==> src/rtl/jbi_snoop_out_mqueue.sv <==
// Outbound snoop queue for the J-Bus packet-out path.
// Each channel is an occupancy counter, because snoop requests carry no payload.
// A round-robin arbiter offers one channel at a time on a valid/ready port.
// Once a grant has been offered and stalled, it stays on the same channel until accepted.
// Every channel has full and almost-full flags and a sticky overflow error bit.
module jbi_snoop_out_mqueue #(
  parameter int NUM_CH = 4,
  parameter int CH_W   = 2,
  parameter int DEPTH  = 16,
  parameter int CNT_W  = 5,
  parameter int AF_LVL = 12
) (
  input  logic                    clk,
  input  logic                    rst,
  input  logic [NUM_CH-1:0]       enq,
  output logic [NUM_CH-1:0]       full,
  output logic [NUM_CH-1:0]       afull,
  output logic [NUM_CH*CNT_W-1:0] cnt,
  output logic                    out_valid,
  output logic [CH_W-1:0]         out_ch,
  input  logic                    out_ready,
  output logic [NUM_CH-1:0]       err_ovf,
  input  logic                    err_clr
);

  // Next count for one channel. Increments saturate at DEPTH and
  // decrements saturate at zero, so a count can never wrap.
  function automatic logic [CNT_W-1:0] cnt_upd(
    input logic [CNT_W-1:0] c,
    input logic             a,
    input logic             d
  );
    logic [CNT_W-1:0] r;
    r = c;
    if (a && !d && (c != CNT_W'(DEPTH))) r = c + CNT_W'(1);
    else if (d && !a && (c != '0))       r = c - CNT_W'(1);
    return r;
  endfunction

  // Returns the channel index after ch, wrapping to 0 after the last channel.
  function automatic logic [CH_W-1:0] ch_inc(input logic [CH_W-1:0] ch);
    logic [CH_W-1:0] r;
    if (ch == CH_W'(NUM_CH - 1)) r = '0;
    else                         r = ch + CH_W'(1);
    return r;
  endfunction

  logic [CNT_W-1:0]  cnt_p0 [NUM_CH];
  logic              lock_p0;
  logic [CH_W-1:0]   lock_ch_p0;
  logic [CH_W-1:0]   rr_ptr_p0;
  logic [NUM_CH-1:0] err_p0;

  logic [NUM_CH-1:0] nonempty;
  logic [NUM_CH-1:0] deq;
  logic [NUM_CH-1:0] acc;
  logic [NUM_CH-1:0] ovf;
  logic [CH_W-1:0]   search_ch;
  logic              handshake;
  logic              stall;

  // ---- stage p0: status decoded from the registered counts ----
  // Flags and count outputs are decoded from the registered counts only.
  always_comb begin
    for (int i = 0; i < NUM_CH; i++) begin
      nonempty[i] = (cnt_p0[i] != '0);
      full[i]     = (cnt_p0[i] == CNT_W'(DEPTH));
      afull[i]    = (cnt_p0[i] >= CNT_W'(AF_LVL));
    end
  end

  genvar g;
  generate
    for (g = 0; g < NUM_CH; g++) begin : g_cnt_out
      assign cnt[g*CNT_W +: CNT_W] = cnt_p0[g];
    end
  endgenerate

  assign out_valid = |nonempty;
  assign err_ovf   = err_p0;

  // Round-robin search: pick the first nonempty channel at or after rr_ptr.
  always_comb begin
    logic found;
    int   idx;
    found     = 1'b0;
    idx       = 0;
    search_ch = '0;
    for (int k = 0; k < NUM_CH; k++) begin
      idx = int'(rr_ptr_p0) + k;
      if (idx >= NUM_CH) idx = idx - NUM_CH;
      if (!found && nonempty[idx]) begin
        found     = 1'b1;
        search_ch = CH_W'(idx);
      end
    end
  end

  // A stalled grant holds its channel. That channel cannot empty while it
  // is held, because only a dequeue removes snoops.
  assign out_ch    = lock_p0 ? lock_ch_p0 : search_ch;
  assign handshake = out_valid & out_ready;
  assign stall     = out_valid & ~out_ready;

  // Per-channel dequeue, acceptance and overflow. An enqueue to a full
  // channel still fits when that channel is dequeued in the same cycle.
  always_comb begin
    for (int i = 0; i < NUM_CH; i++) begin
      deq[i] = handshake & (out_ch == CH_W'(i));
      acc[i] = enq[i] & (~full[i] | deq[i]);
      ovf[i] = enq[i] & full[i] & ~deq[i];
    end
  end

  // ---- stage p0 registers: counts, grant lock, round-robin pointer, errors ----
  // Count registers. Reset discards every snoop still queued.
  generate
    for (g = 0; g < NUM_CH; g++) begin : g_cnt_reg
      always_ff @(posedge clk) begin
        if (rst) cnt_p0[g] <= '0;
        else     cnt_p0[g] <= cnt_upd(cnt_p0[g], acc[g], deq[g]);
      end
    end
  endgenerate

  // Grant lock. A stall latches the offered channel, and the handshake releases it.
  always_ff @(posedge clk) begin
    if (rst) begin
      lock_p0    <= 1'b0;
      lock_ch_p0 <= '0;
    end else if (stall) begin
      lock_p0    <= 1'b1;
      lock_ch_p0 <= out_ch;
    end else begin
      lock_p0    <= 1'b0;
    end
  end

  // Round-robin pointer. It moves past the channel just served on each handshake.
  always_ff @(posedge clk) begin
    if (rst)            rr_ptr_p0 <= '0;
    else if (handshake) rr_ptr_p0 <= ch_inc(out_ch);
  end

  // Sticky overflow bits. A new overflow in the same cycle wins over err_clr.
  always_ff @(posedge clk) begin
    if (rst) err_p0 <= '0;
    else     err_p0 <= (err_p0 & ~{NUM_CH{err_clr}}) | ovf;
  end

endmodule

==> config.mk <==
export PLATFORM = sky130hd
export DESIGN_NAME = jbi_snoop_out_mqueue
export DESIGN_NICKNAME = d
export VERILOG_FILES = /design/src/rtl/jbi_snoop_out_mqueue.sv
export SDC_FILE = /design/constraint.sdc
export NUM_CORES = 1
export LEC_CHECK = 0
export ABC_AREA = 1
export CORE_MARGIN = 2
export CORE_UTILIZATION = 45
export DETAILED_ROUTE_END_ITERATION = 10
export GPL_TIMING_DRIVEN = 0
export PLACE_DENSITY = 0.71
export SLEW_MARGIN = 25
export SYNTH_ARGS = -nofsm -noshare
export SYNTH_HDL_FRONTEND = slang
export SYNTH_SLANG_ARGS = --single-unit
export TNS_END_PERCENT = 100
==> constraint.sdc <==
create_clock -name clk -period 6.4 [get_ports clk]
set_clock_uncertainty 0.2 [all_clocks]
set_input_delay 0.64 -clock clk [delete_from_list [all_inputs] [get_ports clk]]
set_output_delay 0.64 -clock clk [all_outputs]
set_load 0.005 [all_outputs]
== Word-level counts from Yosys, hierarchy flattened ==
Memory sizes are Yosys's and may differ from the RTL's.
Index checks and enable logic that the tools add are counted.

* Register bits: 9
* Bits in writable memories: 20
* Bits of input ports: 8
* Output and inout port bits: 35
* Logic and storage cells: 163
* Memories: 1

{| class="wikitable"
|+ Memory list
! name !! depth !! bits a word !! read ports !! clocked after memory_dff !! write ports !! RTL line !! RTL
|-
| cnt_p0 || 4 || 5 || 4 || 0 || 4 || 48 || <nowiki>logic [CNT_W-1:0] cnt_p0 [NUM_CH];</nowiki>
|}

* $add $sub $neg: 16
* Order comparisons: 12
* Equality and inequality tests: 11
* Muxes and demuxes: 45
* Bitwise logic cells: 38
* Reduce and logical (&&, ||, !) cells: 36

{| class="wikitable"
|+ Operator list
! kind !! count
|-
| $lt A32 B4 Y1 const B || 4
|-
| $mux W32 || 4
|-
| $mux W5 || 16
|-
| $add A5 B1 Y5 const B || 4
|-
| $eq A5 B5 Y1 const B || 4
|-
| $ge A5 B4 Y1 const B || 4
|-
| $ne A5 B5 Y1 const B || 4
|-
| $reduce_bool A5 Y1 || 4
|-
| $sub A5 B1 Y5 const B || 4
|-
| $logic_and A1 B1 Y1 || 19
|-
| $and A1 B1 Y1 || 18
|-
| $mux W1 || 15
|-
| $mux W2 || 6
|-
| $sub A3 B3 Y4 const B || 3
|-
| $logic_not A1 Y1 || 11
|-
| $ge A3 B3 Y1 const B || 3
|-
| $not A1 Y1 || 9
|-
| $bmux W1 S2 || 4
|-
| $or A1 B1 Y1 || 8
|-
| $add A2 B2 Y3 const B || 2
|-
| $and A4 B4 Y4 || 1
|-
| $eq A2 B2 Y1 const B || 2
|-
| $not A4 Y4 || 1
|-
| $or A4 B4 Y4 || 1
|-
| other kinds (7) || 7
|}

== Longest topological paths before layout ==
Gate-level depths: netlist of run 1.

* Depth in word-level cells: 27
* Depth in mapped cells: 25
* Mapped depth without buffers: 24

== Least setup slack after synthesis of run 1 ==
OpenSTA, ideal clock, no wires.

* Path type: flip-flop to flip-flop
* Start point: register rr_ptr_p0[0]
* End point: memory cnt_p0[3][4]
* Data arrival time: 2.777 ns
* Required time: 6.085 ns
* Path slack: 3.308 ns
* Stages on the path, launching flop included: 24
* Clock period less this slack: 3.092 ns
* Cells stage by stage: dfxtp_1 -> buf_2 -> inv_1 -> nand4_1 -> nand3_1 -> nand2_1 -> nor2_1 -> nand3b_1 -> nand2_1 -> nand2_1 -> nand2_1 -> inv_1 -> ha_1 -> nand2_2 -> nand3_2 -> ha_1 -> nand2_1 -> nor2_1 -> a211oi_1 -> nand2_1 -> nand2_1 -> nand3_1 -> nand2_1 -> nor2_1

{| class="wikitable"
|+ RTL lines
! what !! RTL line !! RTL
|-
| start: declaration || 51 || <nowiki>logic [CH_W-1:0] rr_ptr_p0;</nowiki>
|-
| start signal: assignment || 142 || <nowiki>else if (handshake) rr_ptr_p0 <= ch_inc(out_ch);</nowiki>
|-
| end: declaration || 48 ||
|}

==> flow_summary.json, run 1 <==
{
  "syn_inst": 305,
  "wl_um": 5113,
  "track_usage_pct": 19.99,
  "r2r-end": "cnt_p0[1][4]$_SDFFE_PP0P_",
  "async_flop_share_pct": 0,
  "synth_top_family_by_area": "simple AND/OR/NAND/NOR gates",
  "gp_congestion": 0.8918,
  "grtUsageMet1_pct": 25.73,
  "area_growth_syn_to_layout_pct": 26.93,
  "synth_compound_area_share_pct": 14.47,
  "synthMuxAreaShare_pct": 0,
  "clock-sinks": 29,
  "hpwl_um": 3889,
  "synth_nets": 336,
  "via_count": 2150,
  "finalCritPeriodShare_pct": 56.01,
  "synth_top_area_cell": "dfxtp_1",
  "synthFlopType": "dfxtp_1",
  "power.total_mw": 1.463,
  "ir_worst_vdd_mv": 0.2371,
  "fin_crit_ps": 3585,
  "detail-route-antenna-nets": 0,
  "grtUsageMet2_pct": 33.93,
  "synth_common_cells": "nand2_1, a21oi_1, dfxtp_1, inv_1, nand3_1",
  "clk_pin_slew_ps": 70,
  "synth_area_sq_mm": 0.002188,
  "r2r_start": "rr_ptr_p0[0]$_SDFFE_PP0P_",
  "overflow": 0,
  "die_w_um": 73.74,
  "cts_setup_buffers": 0,
  "ys_seq_area_share_pct": 26.53,
  "critical_path_arrival_ps": 3570,
  "hold_buffers": 0,
  "synth_fa_ha_area_share_pct": 14.52,
  "worstHoldPathCells": 2,
  "endpoint_kind": "register",
  "rsz0062_at_grt": "no",
  "cts_root_buf": "clkbuf_8",
  "drc": 0,
  "die_y_um": 73.74,
  "top_usage_layer": "met2",
  "synth.avg_cell_area_sq_um": 7.175,
  "initial_core_util_pct": 46.64,
  "core_area_sq_mm": 0.004692,
  "min-delay-start": "err_ovf[1]$_SDFF_PP0_",
  "max_cap_viol_count": 0,
  "cp_max_fo": 8,
  "tightest_slew_ps": 451.9,
  "slew_viol_final": 0,
  "min_to": "err_ovf[1]$_SDFF_PP0_",
  "worstSkewPairLatency_ps": 280,
  "cts_tree": "done",
  "nFillCells": 450,
  "synth_top_cell_area_share_pct": 26.53,
  "cts-resized-gates": 0,
  "antenna_found_initial": 0,
  "grt_pass1_vias": 1926,
  "reg2reg_slack_ps": 2820,
  "yosysWarnings": 0,
  "drive_gt1_share_pct": 10.14,
  "via_per_inst": 5.257,
  "met3_usage_pct": 4.115,
  "io_buffers": 42,
  "finalHoldViolations": 0,
  "ys_seq_elements": 29,
  "htree_levels": 2,
  "relSlewSlack_pct": 69.87,
  "nNetsFinal": 385,
  "num_antenna_cells": 0,
  "min_path_type": "register to register",
  "synthTopCellsByArea": "dfxtp_1, nand2_1, ha_1",
  "grt_max_degree": 11,
  "synthXorXnorAreaFrac_pct": 3.602,
  "first_pass_iters": 4,
  "required_ps": 6380,
  "grt_pass1_wl_um": 8569,
  "ios": 43,
  "powerDensity_mw_per_mm2": 526.6,
  "ctsLongestPathBuffers": 2,
  "synthSimpleGateAreaFrac_pct": 34.02,
  "ff2ff_path_depth": 25,
  "synth.most_common_cell": "nand2_1",
  "path_class": "register to register",
  "die_area_sq_mm": 0.005437,
  "wl_per_cell_um": 12.50,
  "fmax_mhz": 278.9,
  "tns_ps": 0,
  "numCtsBuffers": 5,
  "ys_types": 30,
  "synth_edf_count": 0,
  "start_kind": "register",
  "core.rowCount": 25,
  "leakagePower_nw": 1.260,
  "status": "completed",
  "drt_iter0_drc": 66,
  "setup_viol": 0
}
## critical path, cell delays in order (launching register included)
cell	delay, ps
dfxtp_1	290
buf_2	170
inv_1	230
nand4_1	170
nand2_1	130
nand2_1	60
nand2_1	120
nand2_1	60
nand2_1	60
nand2_1	40
nand2_1	50
nand3_1	80
nand2_1	130
inv_1	100
ha_1	210
nand2_2	90
nand3_2	160
ha_1	370
nand2_1	80
nor2_1	40
a211oi_1	270
nand2_1	90
nand2_1	90
nand3_1	80
nand2_1	60
nor2_1	30
## worst max-delay path by stage
stage	from	endpoint	slack (ps)
finish	rr_ptr_p0[0]$_SDFFE_PP0P_	cnt_p0[1][4]$_SDFFE_PP0P_	2820
global route	rr_ptr_p0[0]$_SDFFE_PP0P_	cnt_p0[2][4]$_SDFFE_PP0P_	2480
CTS	rr_ptr_p0[0]$_SDFFE_PP0P_	cnt_p0[1][4]$_SDFFE_PP0P_	2850
detailed placement	rr_ptr_p0[0]$_SDFFE_PP0P_	cnt_p0[1][4]$_SDFFE_PP0P_	2870
global placement	rr_ptr_p0[0]$_SDFFE_PP0P_	cnt_p0[3][4]$_SDFFE_PP0P_	2910
floorplan	rr_ptr_p0[0]$_SDFFE_PP0P_	cnt_p0[3][4]$_SDFFE_PP0P_	3310
## report_power, final
group	switching [mW]	internal [mW]
Combinational	0.519	0.440
Sequential	0.0844	0.246
Clock	0.0751	0.0972
## logic make-up after synthesis
kind of cell | count (synthesis)
compound gates | 59
xor+xnor | 9
fa+ha+maj | 23
buf+inv | 35
flops | 29
simple gates | 150
## final cells by class
type | count | area [sq um] | area share [%]
timing repair buffer | 42 | 420.4 | 15.14
sequential | 29 | 580.6 | 20.90
buffer | 3 | 27.53 | 0.9910
multi-input combinational | 241 | 1458 | 52.48
clock buffer | 7 | 96.34 | 3.468
clock inverter | 1 | 5.005 | 0.1802
tap | 54 | 67.56 | 2.432
inverter | 32 | 122.6 | 4.414
## state kept, by name, indices dropped and copies added (netlist names)
name	cells
lock_p0	1
rr_ptr_p0	2
cnt_p0	20
err_ovf	4
lock_ch_p0	2
## cells in the final DEF (no fill, tap or decap), types with 7 or more instances in the layout
| master | count |
|---|---|
| nand2_1 | 65 |
| ha_1 | 19 |
| nor2_1 | 21 |
| nand4_1 | 12 |
| clkbuf_8 | 7 |
| dfxtp_1 | 29 |
| o21ai_0 | 17 |
| clkdlybuf4s50_1 | 42 |
| nor2_2 | 7 |
| inv_1 | 28 |
| a21oi_1 | 32 |
| nand3_1 | 27 |
## per-stage QoR
stage          setup WS (ps)  instance area [sq um]  hold slack (ps)  util [%]  cells
2_1_floorplan           3308                   2188            253.9         -    305
3_3_place_gp            2908                   2676            254.3     57.04    401
3_5_place_dp            2870                   2676            259.3     57.04    401
4_1_cts                 2851                   2778            268.4     59.20    409
5_1_grt                 2480                   2778            291.5     59.20    409
6_report                2815                   2778            267.3     59.20    409
## layer usage
layer,up-vias,share of wire [%]
li1,1123,-
met1,973,47
met2,47,48
met3,7,3.7
met4,0,1.5
met5,-,0
No activity file was read; power rests on OpenSTA's default activity.
==> inputs of run 2 (changes only) <==
Settings changed: PLACE_DENSITY 0.71 to 0.74.
Clock period 6.4 ns to 3.1 ns, I/O delays scaled along.
==> flow_summary.json, run 2 (synthesized netlist as in run 1, its figures left out) <==
{
  "finalCritPeriodShare_pct": 103.6,
  "setup.worst_path.end": "cnt_p0[0][4]$_SDFFE_PP0P_",
  "power.total_mw": 3.786,
  "rsz0062_at_grt": "yes",
  "finalHoldViolations": 0,
  "endpoint_kind": "register",
  "min-delay-start": "err_ovf[1]$_SDFF_PP0_",
  "ios": 43,
  "mostFrequentLayoutCells": "nand2_1, clkdlybuf4s50_1, a21oi_1",
  "track_usage_pct": 21.88,
  "die_w_um": 73.74,
  "worstSkewPairLatency_ps": 290,
  "slew_viol_final": 0,
  "overflow": 0,
  "min_path_type": "register to register",
  "cts_tree": "done",
  "fin_ws_ps": -112.8,
  "cts_root_buf": "clkbuf_8",
  "grt_pass1_vias": 2147,
  "gp_congestion": 0.8718,
  "drive_gt1_share_pct": 34.82,
  "detail-route-antenna-nets": 0,
  "numCtsBuffers": 5,
  "r2r-end": "cnt_p0[0][4]$_SDFFE_PP0P_",
  "required_ps": 3090,
  "hold_buffers": 0,
  "wl_per_cell_um": 14.09,
  "place_inst": 401,
  "setup_viol": 5,
  "critical_path_arrival_ps": 3200,
  "status": "complete, but fails checks",
  "first_pass_iters": 4,
  "core_area_sq_mm": 0.004692,
  "initial_core_util_pct": 46.64,
  "via_per_inst": 5.367,
  "relSlewSlack_pct": 65.91,
  "htree_levels": 2,
  "ir_worst_vdd_mv": 0.6438,
  "wl_um": 6143,
  "nNetsFinal": 412,
  "fmax_mhz": 311.3,
  "violations": "negative setup slack",
  "drt_iter0_drc": 102,
  "antenna_found_initial": 0,
  "cp_max_fo": 6,
  "clk_pin_slew_ps": 80,
  "layout_commonest_cell": "nand2_1",
  "ctsLongestPathBuffers": 2,
  "max_cap_viol_count": 0,
  "r2r_start": "cnt_p0[2][2]$_SDFFE_PP0P_",
  "drc": 0,
  "num_antenna_cells": 0,
  "worstSetupStartpoint": "cnt_p0[2][2]$_SDFFE_PP0P_",
  "hpwl_um": 3883,
  "via_count": 2340,
  "tns_ps": -327.8,
  "die_y_um": 73.74,
  "grt_max_degree": 12,
  "tightest_slew_ps": 511.4,
  "powerDensity_mw_per_mm2": 1123,
  "timing.hold.ws_ps": 267.9,
  "fin_crit_ps": 3213,
  "reg2reg_slack_ps": -110,
  "fin_cells": 436,
  "core.rowCount": 25,
  "start_kind": "register",
  "grt_pass1_wl_um": 9356,
  "ff2ff_path_depth": 18,
  "area_growth_syn_to_layout_pct": 54.09,
  "clock-sinks": 29,
  "regMostFlops": "cnt_p0",
  "largest_reg_flops": 20,
  "path_class": "register to register",
  "io_buffers": 42,
  "worstHoldPathCells": 2,
  "leakagePower_nw": 1.432,
  "die_area_sq_mm": 0.005437
}
==> run 2: cell types whose count changed in the layout (fill, tap and decap cells not counted), sizes merged <==
cell      change
buf          +27
clkinvlp      +3
clkbuf        -2
clkinv        -1
==> run 2: worst max-delay path, stage by stage (launching register included) <==
cell and delay (ps):
dfxtp_2 370, nor2_4 160, nand4_1 180, nand3_2 150, nand2_2 80, nor2_2 120, nand4_1 140, nand3_2 120
nand2_4 80, buf_4 130, ha_2 170, nand2_4 80, nand3b_4 130, buf_4 160, ha_1 320, a21oi_2 70
or2_1 240, a21oi_2 130, nor2_1 60
==> run 2: through the flow <==
stage	worst slack, ps	util (%)	cell area, sq um
6_report	-112.8	71.87	3372
5_1_grt	-325.3	71.87	3372
4_1_cts	3.216	64.80	3040
3_5_place_dp	-421.2	57.04	2676
3_3_place_gp	-372.5	57.04	2676
2_1_floorplan	7.615	-	2188
==> run 2: metal layers <==
| metal | part of all wire [%] | global-route usage, % |
|---|---|---|
| met5 | 0 | 0 |
| met4 | 1.9 | 7.475 |
| met3 | 3.7 | 4.938 |
| met2 | 52 | 38.10 |
| met1 | 42 | 26.34 |
==> run 2: final cells by class <==
| class | instances | area (sq um) |
|---|---|---|
| multi-input cells | 241 | 1782 |
| flip-flops and latches | 29 | 615.6 |
| inverters | 32 | 138.9 |
| repair buffers | 70 | 654.4 |
| well taps | 54 | 67.56 |
| plain buffers | 2 | 22.52 |
| clock inverters | 3 | 22.52 |
| clock buffers | 5 | 68.82 |
| fillers | 362 | 1320 |
==> run 2: how the worst min path moves through the flow <==
stage	to	slack, ps
final	err_ovf[1]$_SDFF_PP0_	270
after global routing	err_ovf[1]$_SDFF_PP0_	300
after CTS	err_ovf[1]$_SDFF_PP0_	270
after detailed placement	err_ovf[1]$_SDFF_PP0_	260
after global placement	err_ovf[1]$_SDFF_PP0_	250
after floorplan	err_ovf[0]$_SDFF_PP0_	180
==> run 2: report_power, final <==
part	internal, mW	switching [mW]
clock network	0.157	0.167
logic	1.35	1.34
registers	0.537	0.238
total	2.04	1.74
==> run 2: repair_timing <==
action | CTS | global route
resized for setup | 53 | 51
cloned | 0 | 0
endpoints found under the hold margin | 0 | 0
buffers inserted | 9 | 19
setup endpoints to repair | 13 | 13
pin swaps | 10 | 28
==> inputs of run 3 (changes only) <==
Settings changed: CTS_BUF_LIST set to sky130_fd_sc_hd__clkbuf_2, GPL_ROUTABILITY_DRIVEN set to 1, GPL_TIMING_DRIVEN 0 to not set.
==> flow_summary.json, run 3 (synthesized netlist as in run 1, its figures left out) <==
{
  "status": "complete, but fails checks",
  "violations": "negative setup slack",
  "wl_met3_um": 237,
  "regArea_sq_um": 591.8,
  "cp_max_fo": 5,
  "worstSkewPairLatency_ps": 370,
  "initial_core_util_pct": 46.64,
  "regMostFlops": "cnt_p0",
  "placed_area_sq_mm": 0.003077,
  "setup_viol": 4,
  "detail-route-antenna-nets": 0,
  "max_cap_viol_count": 0,
  "overflow": 0,
  "fmax_mhz": 311.7,
  "grt_pass1_vias": 2349,
  "dr.max_layer_used": "met4",
  "ir_worst_vdd_mv": 0.6130,
  "ios": 43,
  "clk_pin_slew_ps": 160,
  "drive_gt1_share_pct": 35.82,
  "dp_slack_ps": -298.2,
  "critical_path_arrival_ps": 3300,
  "relSlewSlack_pct": 52.93,
  "grt_pass1_wl_um": 10040,
  "multi_input_area_sq_mm": 0.001785,
  "drc": 0,
  "core_area_sq_mm": 0.004692,
  "clock-sinks": 29,
  "via_count": 2489,
  "tightest_slew_ps": 705.3,
  "ctsLongestPathBuffers": 2,
  "drt_iter0_drc": 125,
  "endpoint_kind": "register",
  "grt_max_degree": 24,
  "met2_length_um": 3101,
  "cts_root_buf": "clkbuf_2",
  "die_w_um": 73.74,
  "path_class": "register to register",
  "wl_um": 6249,
  "nFillCells": 368,
  "gp_congestion": 0.9052,
  "cts_tree": "done",
  "track_usage_pct": 23.68,
  "fin_crit_ps": 3208,
  "finalHoldViolations": 0,
  "antenna_found_initial": 0,
  "die_y_um": 73.74,
  "tns_ps": -184.2,
  "die_area_sq_mm": 0.005437,
  "hpwl_um": 4471,
  "finalCritPeriodShare_pct": 103.5,
  "leakagePower_nw": 1.580,
  "via_per_inst": 5.296,
  "powerDensity_mw_per_mm2": 1139,
  "rsz0062_at_grt": "yes",
  "wl_per_cell_um": 13.30,
  "fin_cells": 470,
  "mostFrequentLayoutCells": "nand2_1, buf_4, clkdlybuf4s50_1",
  "slew_viol_final": 0,
  "io_buffers": 42,
  "start_kind": "register",
  "required_ps": 3200,
  "place_inst": 455,
  "fin_ws_ps": -108.4,
  "wl_met1_um": 2743,
  "core.rowCount": 25,
  "final_cell_area_sq_mm": 0.003527,
  "area_growth_syn_to_layout_pct": 61.18,
  "nNetsFinal": 446,
  "largest_reg_flops": 20,
  "htree_levels": 2,
  "min_path_type": "register to register",
  "num_antenna_cells": 0,
  "first_pass_iters": 4,
  "utilization_pct": 75.17,
  "numCtsBuffers": 5
}
==> run 3: cell count changes in the layout (fill, tap and decap cells not counted), sizes merged <==
cell      change
buf          +36
clkinvlp      -3
clkinv        +2
bufbuf        -1
clkbuf        -1
inv           +1
==> run 3: stage by stage <==
stage,power [mW],hold slack [ps]
6_report,4.017,277.3
5_1_grt,4.387,310.5
4_1_cts,3.580,276.8
3_5_place_dp,3.198,255.5
3_3_place_gp,3.150,252.6
2_1_floorplan,2.012,179.1
==> run 3: where the power goes <==
group / internal (mW) / leakage (nW) / switching (mW)
registers: 0.516 / 0.242 / 0.117
logic: 1.66 / 1.31 / 1.54
clock network: 0.0492 / 0.0278 / 0.139
total: 2.22 / 1.58 / 1.80
==> run 3: worst paths after layout <==
path         slack, ps                       from                         to  depth (start not counted)
max reg2reg       -110  rr_ptr_p0[0]$_SDFFE_PP0P_  cnt_p0[1][4]$_SDFFE_PP0P_                         23
max               -110  rr_ptr_p0[0]$_SDFFE_PP0P_  cnt_p0[1][4]$_SDFFE_PP0P_                         23
min                280      err_ovf[1]$_SDFF_PP0_      err_ovf[1]$_SDFF_PP0_                          2
min reg2reg        280      err_ovf[1]$_SDFF_PP0_      err_ovf[1]$_SDFF_PP0_                          2
==> run 3: timing repair <==
item / CTS / global route
pin swaps: 4 / 31
buffers inserted: 1 / 7
hold buffers: 0 / 0
endpoints found under the setup margin: 11 / 13
resized for setup: 30 / 47
==> run 3: cell type report <==
cell class / instances / share of cell area, %
inverter: 32 / 3.654
clock buffer: 5 / 0.7095
clock inverter: 3 / 0.3547
timing repair buffer: 106 / 25.97
multi-input combinational: 241 / 50.62
tap: 54 / 1.916
sequential: 29 / 16.78
==> run 3: worst max-delay path, cell delays in order, from the launching register on <==
cell,delay [ps]
dfxtp_4,430
buf_6,120
nand4_1,110
nand2_1,120
nand2_1,80
nand2_2,110
nand2_1,60
nand2_1,60
nand2_1,50
nand2_1,70
nand3_2,100
nand2_4,130
inv_2,80
ha_1,210
nand2_2,100
nand3_4,120
buf_4,180
ha_1,210
a211oi_2,220
nand2_1,80
nand2_1,80
nand3_1,70
nand2_1,70
nor2_1,50
==> run 3: per-layer routing <==
| layer | vias up | global-route usage [%] |
|---|---|---|
| li1 | 1250 | - |
| met1 | 1157 | 28.12 |
| met2 | 62 | 42.06 |
| met3 | 20 | 4.801 |
| met4 | 0 | 8.081 |
| met5 | - | 0 |
